[src/rtl/sc_rand_arbiter_pkg.sv]
// Shared definitions for the random-number arbiter slice.
// Holds the FSM encoding, the default seed and the generator feedback taps.
package sc_rand_arbiter_pkg;

    typedef enum logic [1:0] {
        ST_IDLE    = 2'd0,
        ST_STEP    = 2'd1,
        ST_DELIVER = 2'd2
    } arbState_t;

    localparam logic [7:0] DEFAULT_SEED = 8'h99;

    // Feedback taps of the left-shifting generator (new LSB = xor of these bits)
    localparam int unsigned TAP_A = 6;
    localparam int unsigned TAP_B = 5;
    localparam int unsigned TAP_C = 3;
    localparam int unsigned TAP_D = 0;

    function automatic int unsigned ptrWidth(input int unsigned n);
        return (n > 1) ? $clog2(n) : 1;
    endfunction

endpackage

[src/rtl/sc_rand_lfsr.sv]
// Left-shifting random generator shared by the arbiter requesters.
// Load wins over stepping; an all-zero register self-recovers to SEED.
module sc_rand_lfsr
    import sc_rand_arbiter_pkg::*;
#(
    parameter int unsigned               RAND_DATAWIDTH = 8,
    parameter logic [RAND_DATAWIDTH-1:0] SEED           = RAND_DATAWIDTH'(DEFAULT_SEED)
) (
    input  logic                      SC_RANDLFSR_CLOCK_50,
    input  logic                      SC_RANDLFSR_RESET_InLow,
    input  logic                      SC_RANDLFSR_stepEn_In,
    input  logic                      SC_RANDLFSR_load_In,
    input  logic [RAND_DATAWIDTH-1:0] SC_RANDLFSR_loadValue_InBUS,
    output logic [RAND_DATAWIDTH-1:0] SC_RANDLFSR_data_OutBUS
);

    logic [RAND_DATAWIDTH-1:0] lfsrReg;
    logic [RAND_DATAWIDTH-1:0] lfsrNext;
    logic                      feedback;

    assign feedback = lfsrReg[TAP_A] ^ lfsrReg[TAP_B] ^ lfsrReg[TAP_C] ^ lfsrReg[TAP_D];

    // Next-value selection: load, zero recovery, shift, or hold
    always_comb begin
        lfsrNext = lfsrReg;
        if (SC_RANDLFSR_load_In) begin
            lfsrNext = SC_RANDLFSR_loadValue_InBUS;
        end else if (lfsrReg == '0) begin
            lfsrNext = SEED;
        end else if (SC_RANDLFSR_stepEn_In) begin
            lfsrNext = {lfsrReg[RAND_DATAWIDTH-2:0], feedback};
        end
    end

    always_ff @(posedge SC_RANDLFSR_CLOCK_50 or negedge SC_RANDLFSR_RESET_InLow) begin
        if (!SC_RANDLFSR_RESET_InLow) begin
            lfsrReg <= SEED;
        end else begin
            lfsrReg <= lfsrNext;
        end
    end

    assign SC_RANDLFSR_data_OutBUS = lfsrReg;

endmodule

[src/rtl/sc_rand_arbiter.sv]
// Round-robin arbiter handing one shared random generator to NREQ requesters.
// Each grant runs STEPS generator shifts, then pulses valid for the winner.
module sc_rand_arbiter
    import sc_rand_arbiter_pkg::*;
#(
    parameter int unsigned               NREQ           = 4,
    parameter int unsigned               RAND_DATAWIDTH = 8,
    parameter int unsigned               STEPS          = 8,
    parameter logic [RAND_DATAWIDTH-1:0] SEED           = RAND_DATAWIDTH'(DEFAULT_SEED)
) (
    input  logic                      SC_RANDARB_CLOCK_50,
    input  logic                      SC_RANDARB_RESET_InLow,
    input  logic [NREQ-1:0]           SC_RANDARB_req_InBUS,
    input  logic                      SC_RANDARB_seedload_In,
    input  logic [RAND_DATAWIDTH-1:0] SC_RANDARB_seed_InBUS,
    output logic [NREQ-1:0]           SC_RANDARB_gnt_OutBUS,
    output logic [RAND_DATAWIDTH-1:0] SC_RANDARB_data_OutBUS,
    output logic                      SC_RANDARB_valid_Out,
    output logic                      SC_RANDARB_busy_Out
);

    localparam int unsigned PTR_W = ptrWidth(NREQ);
    localparam int unsigned CNT_W = $clog2(STEPS + 1);

    arbState_t             state, stateNext;
    logic [CNT_W-1:0]      stepCnt, stepCntNext;
    logic [PTR_W-1:0]      rrPtr, rrPtrNext;
    logic [PTR_W-1:0]      winIdx, winIdxNext;
    logic [NREQ-1:0]       gntNext;
    logic                  validNext;
    logic                  busyNext;

    logic                  pickFound;
    logic [PTR_W-1:0]      pickIdx;
    int unsigned           cand;

    logic                      lfsrStep;
    logic                      lfsrLoad;
    logic [RAND_DATAWIDTH-1:0] lfsrLoadValue;

    // A zero seed would lock the generator, so it is replaced by SEED
    assign lfsrLoadValue = (SC_RANDARB_seed_InBUS == '0) ? SEED : SC_RANDARB_seed_InBUS;

    // Round-robin search starting at rrPtr, wrapping around
    always_comb begin
        pickFound = 1'b0;
        pickIdx   = '0;
        cand      = 0;
        for (int unsigned i = 0; i < NREQ; i++) begin
            cand = (32'(rrPtr) + i) % NREQ;
            if (!pickFound && SC_RANDARB_req_InBUS[PTR_W'(cand)]) begin
                pickFound = 1'b1;
                pickIdx   = PTR_W'(cand);
            end
        end
    end

    // Next-state and next-output logic
    always_comb begin
        stateNext   = state;
        stepCntNext = stepCnt;
        rrPtrNext   = rrPtr;
        winIdxNext  = winIdx;
        gntNext     = SC_RANDARB_gnt_OutBUS;
        validNext   = 1'b0;
        lfsrStep    = 1'b0;
        lfsrLoad    = 1'b0;

        unique case (state)
            ST_IDLE: begin
                if (SC_RANDARB_seedload_In) begin
                    lfsrLoad = 1'b1;
                end else if (pickFound) begin
                    gntNext     = NREQ'(1) << pickIdx;
                    winIdxNext  = pickIdx;
                    stepCntNext = '0;
                    stateNext   = ST_STEP;
                end
            end
            ST_STEP: begin
                if (stepCnt == CNT_W'(STEPS)) begin
                    validNext = 1'b1;
                    stateNext = ST_DELIVER;
                end else begin
                    lfsrStep    = 1'b1;
                    stepCntNext = stepCnt + CNT_W'(1);
                end
            end
            ST_DELIVER: begin
                gntNext   = '0;
                rrPtrNext = (winIdx == PTR_W'(NREQ - 1)) ? '0 : winIdx + PTR_W'(1);
                stateNext = ST_IDLE;
            end
            default: begin
                gntNext   = '0;
                stateNext = ST_IDLE;
            end
        endcase

        busyNext = (stateNext != ST_IDLE);
    end

    always_ff @(posedge SC_RANDARB_CLOCK_50 or negedge SC_RANDARB_RESET_InLow) begin
        if (!SC_RANDARB_RESET_InLow) begin
            state                 <= ST_IDLE;
            stepCnt               <= '0;
            rrPtr                 <= '0;
            winIdx                <= '0;
            SC_RANDARB_gnt_OutBUS <= '0;
            SC_RANDARB_valid_Out  <= 1'b0;
            SC_RANDARB_busy_Out   <= 1'b0;
        end else begin
            state                 <= stateNext;
            stepCnt               <= stepCntNext;
            rrPtr                 <= rrPtrNext;
            winIdx                <= winIdxNext;
            SC_RANDARB_gnt_OutBUS <= gntNext;
            SC_RANDARB_valid_Out  <= validNext;
            SC_RANDARB_busy_Out   <= busyNext;
        end
    end

    sc_rand_lfsr #(
        .RAND_DATAWIDTH (RAND_DATAWIDTH),
        .SEED           (SEED)
    ) u_lfsr (
        .SC_RANDLFSR_CLOCK_50        (SC_RANDARB_CLOCK_50),
        .SC_RANDLFSR_RESET_InLow     (SC_RANDARB_RESET_InLow),
        .SC_RANDLFSR_stepEn_In       (lfsrStep),
        .SC_RANDLFSR_load_In         (lfsrLoad),
        .SC_RANDLFSR_loadValue_InBUS (lfsrLoadValue),
        .SC_RANDLFSR_data_OutBUS     (SC_RANDARB_data_OutBUS)
    );

endmodule

[config.mk]
export PLATFORM = sky130hd
export DESIGN_NAME = sc_rand_arbiter
export DESIGN_NICKNAME = d
export VERILOG_FILES = /design/src/rtl/sc_rand_arbiter_pkg.sv /design/src/rtl/sc_rand_lfsr.sv /design/src/rtl/sc_rand_arbiter.sv
export SDC_FILE = /design/constraint.sdc
export NUM_CORES = 1
export LEC_CHECK = 0
export ABC_AREA = 1
export CAP_MARGIN = 20
export CORE_ASPECT_RATIO = 0.6
export CORE_MARGIN = 5
export CORE_UTILIZATION = 55
export CTS_CLUSTER_SIZE = 28
export DETAILED_ROUTE_END_ITERATION = 7
export MAX_ROUTING_LAYER = met4
export PLACE_DENSITY_LB_ADDON = 0.2
export SYNTH_ARGS = -nofsm -noshare
export SYNTH_HDL_FRONTEND = slang
export SYNTH_SLANG_ARGS = --single-unit
[constraint.sdc]
create_clock -name SC_RANDARB_CLOCK_50 -period 3 [get_ports SC_RANDARB_CLOCK_50]
set_input_delay 0.6 -clock SC_RANDARB_CLOCK_50 [delete_from_list [all_inputs] [get_ports SC_RANDARB_CLOCK_50]]
set_output_delay 0.6 -clock SC_RANDARB_CLOCK_50 [all_outputs]
set_load 0.005 [all_outputs]
==> results of run 1 <==
[report_power, final]
part / internal (mW) / switching [mW] / total (mW)
clock: 0.178 / 0.108 / 0.287
combinational: 0.460 / 0.645 / 1.10
sequential: 0.487 / 0.148 / 0.635
[state kept, by name, indices dropped and copies added, names as in the netlist]
name                            count
u_lfsr.SC_RANDLFSR_data_OutBUS      8
stepCnt                             4
SC_RANDARB_busy_Out                 1
state                               2
SC_RANDARB_gnt_OutBUS               4
SC_RANDARB_valid_Out                1
winIdx                              2
rrPtr                               2
[stage by stage]
| stage | hold slack, ns | cell area [sq um] | worst slack [ns] |
|---|---|---|---|
| floorplan | 0.304 | 1480 | 1.37 |
| global placement | 0.494 | 1790 | 0.734 |
| CTS | 0.512 | 1860 | 0.909 |
| detailed placement | 0.498 | 1790 | 0.629 |
| global route | 0.535 | 1860 | 0.757 |
| finish | 0.512 | 1860 | 0.889 |
[cells by family after synthesis]
family | share of synthesized area, %
AND/OR/NAND/NOR | 39.4
buffers and inverters | 8.04
flip-flops | 40.9
AO/OA/AOI/OAI | 7.87
adder cells (fa/ha/maj) | 2.54
XOR/XNOR | 1.18
[cell usage in the layout (no fill, tap or decap), types with 2 or more instances in the layout]
master,n
xor2_1,2
nand2_2,6
inv_1,23
o21ai_0,10
a21oi_1,3
inv_2,3
dfstp_2,4
clkbuf_8,3
nor4_1,2
nand2_1,61
dfrtp_1,20
nand3_1,20
nand4_1,4
nor2_1,16
ha_1,3
nor2_4,2
o211ai_1,5
nor3_1,6
clkdlybuf4s50_1,28
[critical path: cells and delay by family]
| kind | cells | cell delay, ns |
|---|---|---|
| buffers and inverters | 3 | 0.81 |
| AOI/OAI and AO/OA | 1 | 0.23 |
| and+or+nand+nor | 2 | 0.62 |
[layer usage]
layer  part of all wire [%]  track usage, %  routed length, um
met4                    1.8            5.81                 66
met1                     42            24.9               1580
met3                    8.5            6.43                317
met5                      0               -                  0
met2                     48            33.1               1780
[area by class of cell]
cell class | count | area, sq um | area share [%]
clock buffers | 3 | 41.3 | 2.22
clock inverters | 1 | 30.0 | 1.61
inverters | 27 | 103 | 5.51
multi-input cells | 150 | 754 | 40.5
flip-flops and latches | 24 | 606 | 32.5
well taps | 32 | 40.0 | 2.15
repair buffers | 29 | 288 | 15.5
[final timing paths]
kind	to	slack [ns]
hold reg to reg	u_lfsr.SC_RANDLFSR_data_OutBUS[7]	0.51
min in group asynchronous	winIdx[0]	0.67
hold / removal	u_lfsr.SC_RANDLFSR_data_OutBUS[7]	0.51
setup reg to reg	u_lfsr.SC_RANDLFSR_data_OutBUS[2]	1.02
setup / recovery	u_lfsr.SC_RANDLFSR_data_OutBUS[2]	0.89
max in group asynchronous	u_lfsr.SC_RANDLFSR_data_OutBUS[0]	2.04
==> results.txt, run 1 <==
run status: finished clean
antenna-violating nets left: 0
Die X: 76.9 um
Clock Latency Late Sink: 0.27 ns
CTS tree: done
Synth top area share: 33.8%
CP Launch Point: SC_RANDARB_seedload_In
RR Startpoint: state[0]
Setup Fix Bufs, Post-CTS: 0
CP max stage cell: nor2_1
initial core utilization: 58.2%
crit path launch type: primary input
Final Hold Vio Count: 0
Ant. Diodes: 0
sequential fraction of the synthesis area: 40.9%
area delta synth->final: 25.9%
syn_area_per_cell: 7.29 sq um
Clock Path Buffers: 2
vias per cell: 5.60
most frequent cells after synthesis: nand2_1, inv_1, dfrtp_1, nand3_1, nor2_1
Max Freq: 474 MHz
Required @ worst endpoint: 3.15 ns
CP Cell Sequence: clkdlybuf4s50_1 > inv_1 > nor2_1 > inv_1 > o22ai_1 > nor2_1
largest net degree at the start of global routing: 25
Util after Layout: 73.3%
hold crit path type: reg2reg
Max Cap Viol: 0
DR iter-0 viols: 183
I/O pin cnt: 29
synth top area cells: dfrtp_1, nand2_1, dfstp_2, nand3_1, inv_1
crit path max fanout: 11
post-synth cell types: 30
Clock Skew: 0.00876 ns
Post-Syn Nets: 221
H-tree level count: 1
Die Y-Extent: 50.2 um
DRC Markers: 0
Final Net Count: 253
antenna violations before repair: 0
Cells after Synth: 203
power per cell area: 1090 mW/mm^2
Fill cells: 190
final setup fails: 0
TritonCTS Buffers: 3
Most used DFF post-synth: dfrtp_1
die area: 0.00386 sq mm
first-pass GRT wire length: 6290 um
core area: 0.00254 sq mm
synthesized area: 0.00148 sq mm
WS Path Type: in2reg
WHS Path Cells: 2
Vias: 1,489
mean routed wirelength per cell: 14.1 um
Critical Path AT: 2.26 ns
unrepaired setup endpoints after global routing: no
measured slew at the worst slew-check pin: 0.673 ns
peak supply drop: 516 uV
worst hold start: u_lfsr.SC_RANDLFSR_data_OutBUS[7]
I/O Buffers: 28
Congestion Overflow GR: 0
Reg clk slew, reported paths: 0.09 ns
Cells after DPL: 262
root buffer cell: clkbuf_8
area leader, netlist: dfrtp_1
Power Total: 2.03 mW
relative slew slack: 54.9%
WL final: 3750 um
Seq cells post-synth: 24
Pins Over Slew Limit: 0
GPL Wtd Cong: 0.958
Leak: 0.924 nW
minimum clock period after layout: 2.11 ns
TritonCTS Sinks: 24
detailed placement HPWL: 2910 um
yosys warns: 0
# rows: 14
Worst R2R Path Depth: 6
first drt pass iteration count: 4
total track usage: 20.5%
CP peak stage delay: 0.55 ns
vias in the first global route: 1,446
final cell count without fillers: 266
CTS Hold Buffers Added: 0
CTS resizes: 0
FFs w/ async S/R, synth: 100%
crit end category: register
count leader, synth: nand2_1
setup TNS: 0 ns
number of synthesized flops with an enable pin: 0
Final period util: 70.4%
layout cells sized above 1: 10.7%
Note: power is estimated with default switching activity, not from simulation.
==> inputs of run 2 (changes only) <==
- CORE_UTILIZATION: 55 -> 51
- clock period: 3 -> 1.95 ns (I/O delays scaled with it)
==> run 2 against run 1 <==
Against the previous run: final cell count rose by 5.6%; final area grew 1.5%; hold slack lost 0.045 ns; die area rose by 6.5%; first-iteration DRC count is 37% lower; via count fell by 5.0%.
==> results.txt, run 2 (same netlist as run 1, synthesis figures left out) <==
detailed placement HPWL: 2840 um
CP Cell Sequence: clkdlybuf4s50_1
crit path max fanout: 4
CTS tree: done
Max Cap Viol: 0
DRC Markers: 0
vias per cell: 5.03
power per cell area: 1590 mW/mm^2
CP Launch Point: u_lfsr.SC_RANDLFSR_data_OutBUS[0]
antenna-violating nets left: 0
total track usage: 19.6%
mean routed wirelength per cell: 12.7 um
I/O pin cnt: 29
Final Hold Vio Count: 0
setup TNS: 0 ns
initial core utilization: 52.2%
worst path bufs/invs: 1
WL final: 3580 um
# rows: 15
first drt pass iteration count: 5
most common cell after layout, fill and taps aside: nand2_1
Setup Fix Bufs, Post-CTS: 0
r2r setup slk: 0.21 ns
CP peak stage delay: 0.59 ns
delay-heaviest family, CP: flip-flops
peak supply drop: 814 uV
largest net degree at the start of global routing: 25
Die X: 79.5 um
Ant. Diodes: 0
die area: 0.00411 sq mm
Worst R2R Path Depth: 11
Fill cells: 261
TritonCTS Buffers: 3
Clock Latency Late Sink: 0.27 ns
antenna violations before repair: 0
area delta synth->final: 27.7%
worst hold margin: 0.467 ns
CP max stage cell: dfstp_2
core area: 0.00283 sq mm
Power Total: 3.01 mW
crit end category: output pin
vias in the first global route: 1,261
Pins Over Slew Limit: 0
most frequent cells in the layout: nand2_1, clkdlybuf4s50_1, inv_1
relative slew slack: 78.7%
minimum clock period after layout: 1.75 ns
unrepaired setup endpoints after global routing: no
layout cells sized above 1: 12.6%
Critical Path AT: 1.36 ns
root buffer cell: clkbuf_8
worst r2r dst: u_lfsr.SC_RANDLFSR_data_OutBUS[2]
max reg flops: 8
Congestion Overflow GR: 0
DR iter-0 viols: 115
Register Area: 606 sq um
CTS Hold Buffers Added: 0
TritonCTS Sinks: 24
area of the multi-input gates: 754 sq um
Max Freq: 571 MHz
hold crit path type: in2async
GPL Wtd Cong: 0.935
Vias: 1,414
first-pass GRT wire length: 5980 um
Clock Skew: 0.00563 ns
Clock Path Buffers: 2
Final Net Count: 259
CTS resizes: 0
I/O Buffers: 28
final setup fails: 0
Die Y-Extent: 51.7 um
RR Startpoint: stepCnt[0]
Leak: 0.939 nW
run status: finished clean
measured slew at the worst slew-check pin: 0.318 ns
Final period util: 89.8%
H-tree level count: 1
crit path launch type: register
WS Path Type: reg2out
Required @ worst endpoint: 1.56 ns
Reg clk slew, reported paths: 0.08 ns
[run 2: cell types whose count changed in the layout (fill, tap and decap cells not counted), sizes merged]
cell / change
buf: +6
bufinv: -1
[run 2: cell type report]
type	count	area share [%]
multi-input combinational	150	39.9
clock buffer	3	2.19
sequential	24	32.1
inverter	27	5.43
tap	42	2.78
timing repair buffer	35	17.6
[run 2: per-stage QoR]
step / instances / instance area (sq um) / utilization, % / worst slack (ns)
4_1_cts: 281 / 1890 / 66.7 / 0.190
6_report: 281 / 1890 / 66.7 / 0.198
3_3_place_gp: 278 / 1850 / 65.2 / 0.102
5_1_grt: 281 / 1890 / 66.7 / 0.0797
3_5_place_dp: 278 / 1850 / 65.2 / 0.0378
2_1_floorplan: 203 / 1480 / - / 0.318
[run 2: where the power goes]
part / internal (mW) / switching, mW / total [mW]
Clock: 0.138 / 0.146 / 0.285
Sequential: 0.750 / 0.199 / 0.949
Combinational: 0.764 / 1.01 / 1.77
[run 2: worst max-delay path by stage]
stage | endpoint | slack [ns] | cells past startpoint
finish | SC_RANDARB_data_OutBUS[0] | 0.20 | 1
global route | u_lfsr.SC_RANDLFSR_data_OutBUS[2] | 0.08 | 11
CTS | SC_RANDARB_data_OutBUS[3] | 0.19 | 1
detailed placement | SC_RANDARB_gnt_OutBUS[3] | 0.04 | 12
global placement | SC_RANDARB_gnt_OutBUS[3] | 0.10 | 13
floorplan | u_lfsr.SC_RANDLFSR_data_OutBUS[2] | 0.32 | 11
[run 2: routing by layer]
| layer | share of wire [%] | global-route usage (%) |
|---|---|---|
| met3 | 8.5 | 5.19 |
| met2 | 37 | 23.8 |
| met5 | 0 | - |
| met4 | 0.59 | 3.43 |
| met1 | 54 | 31.6 |
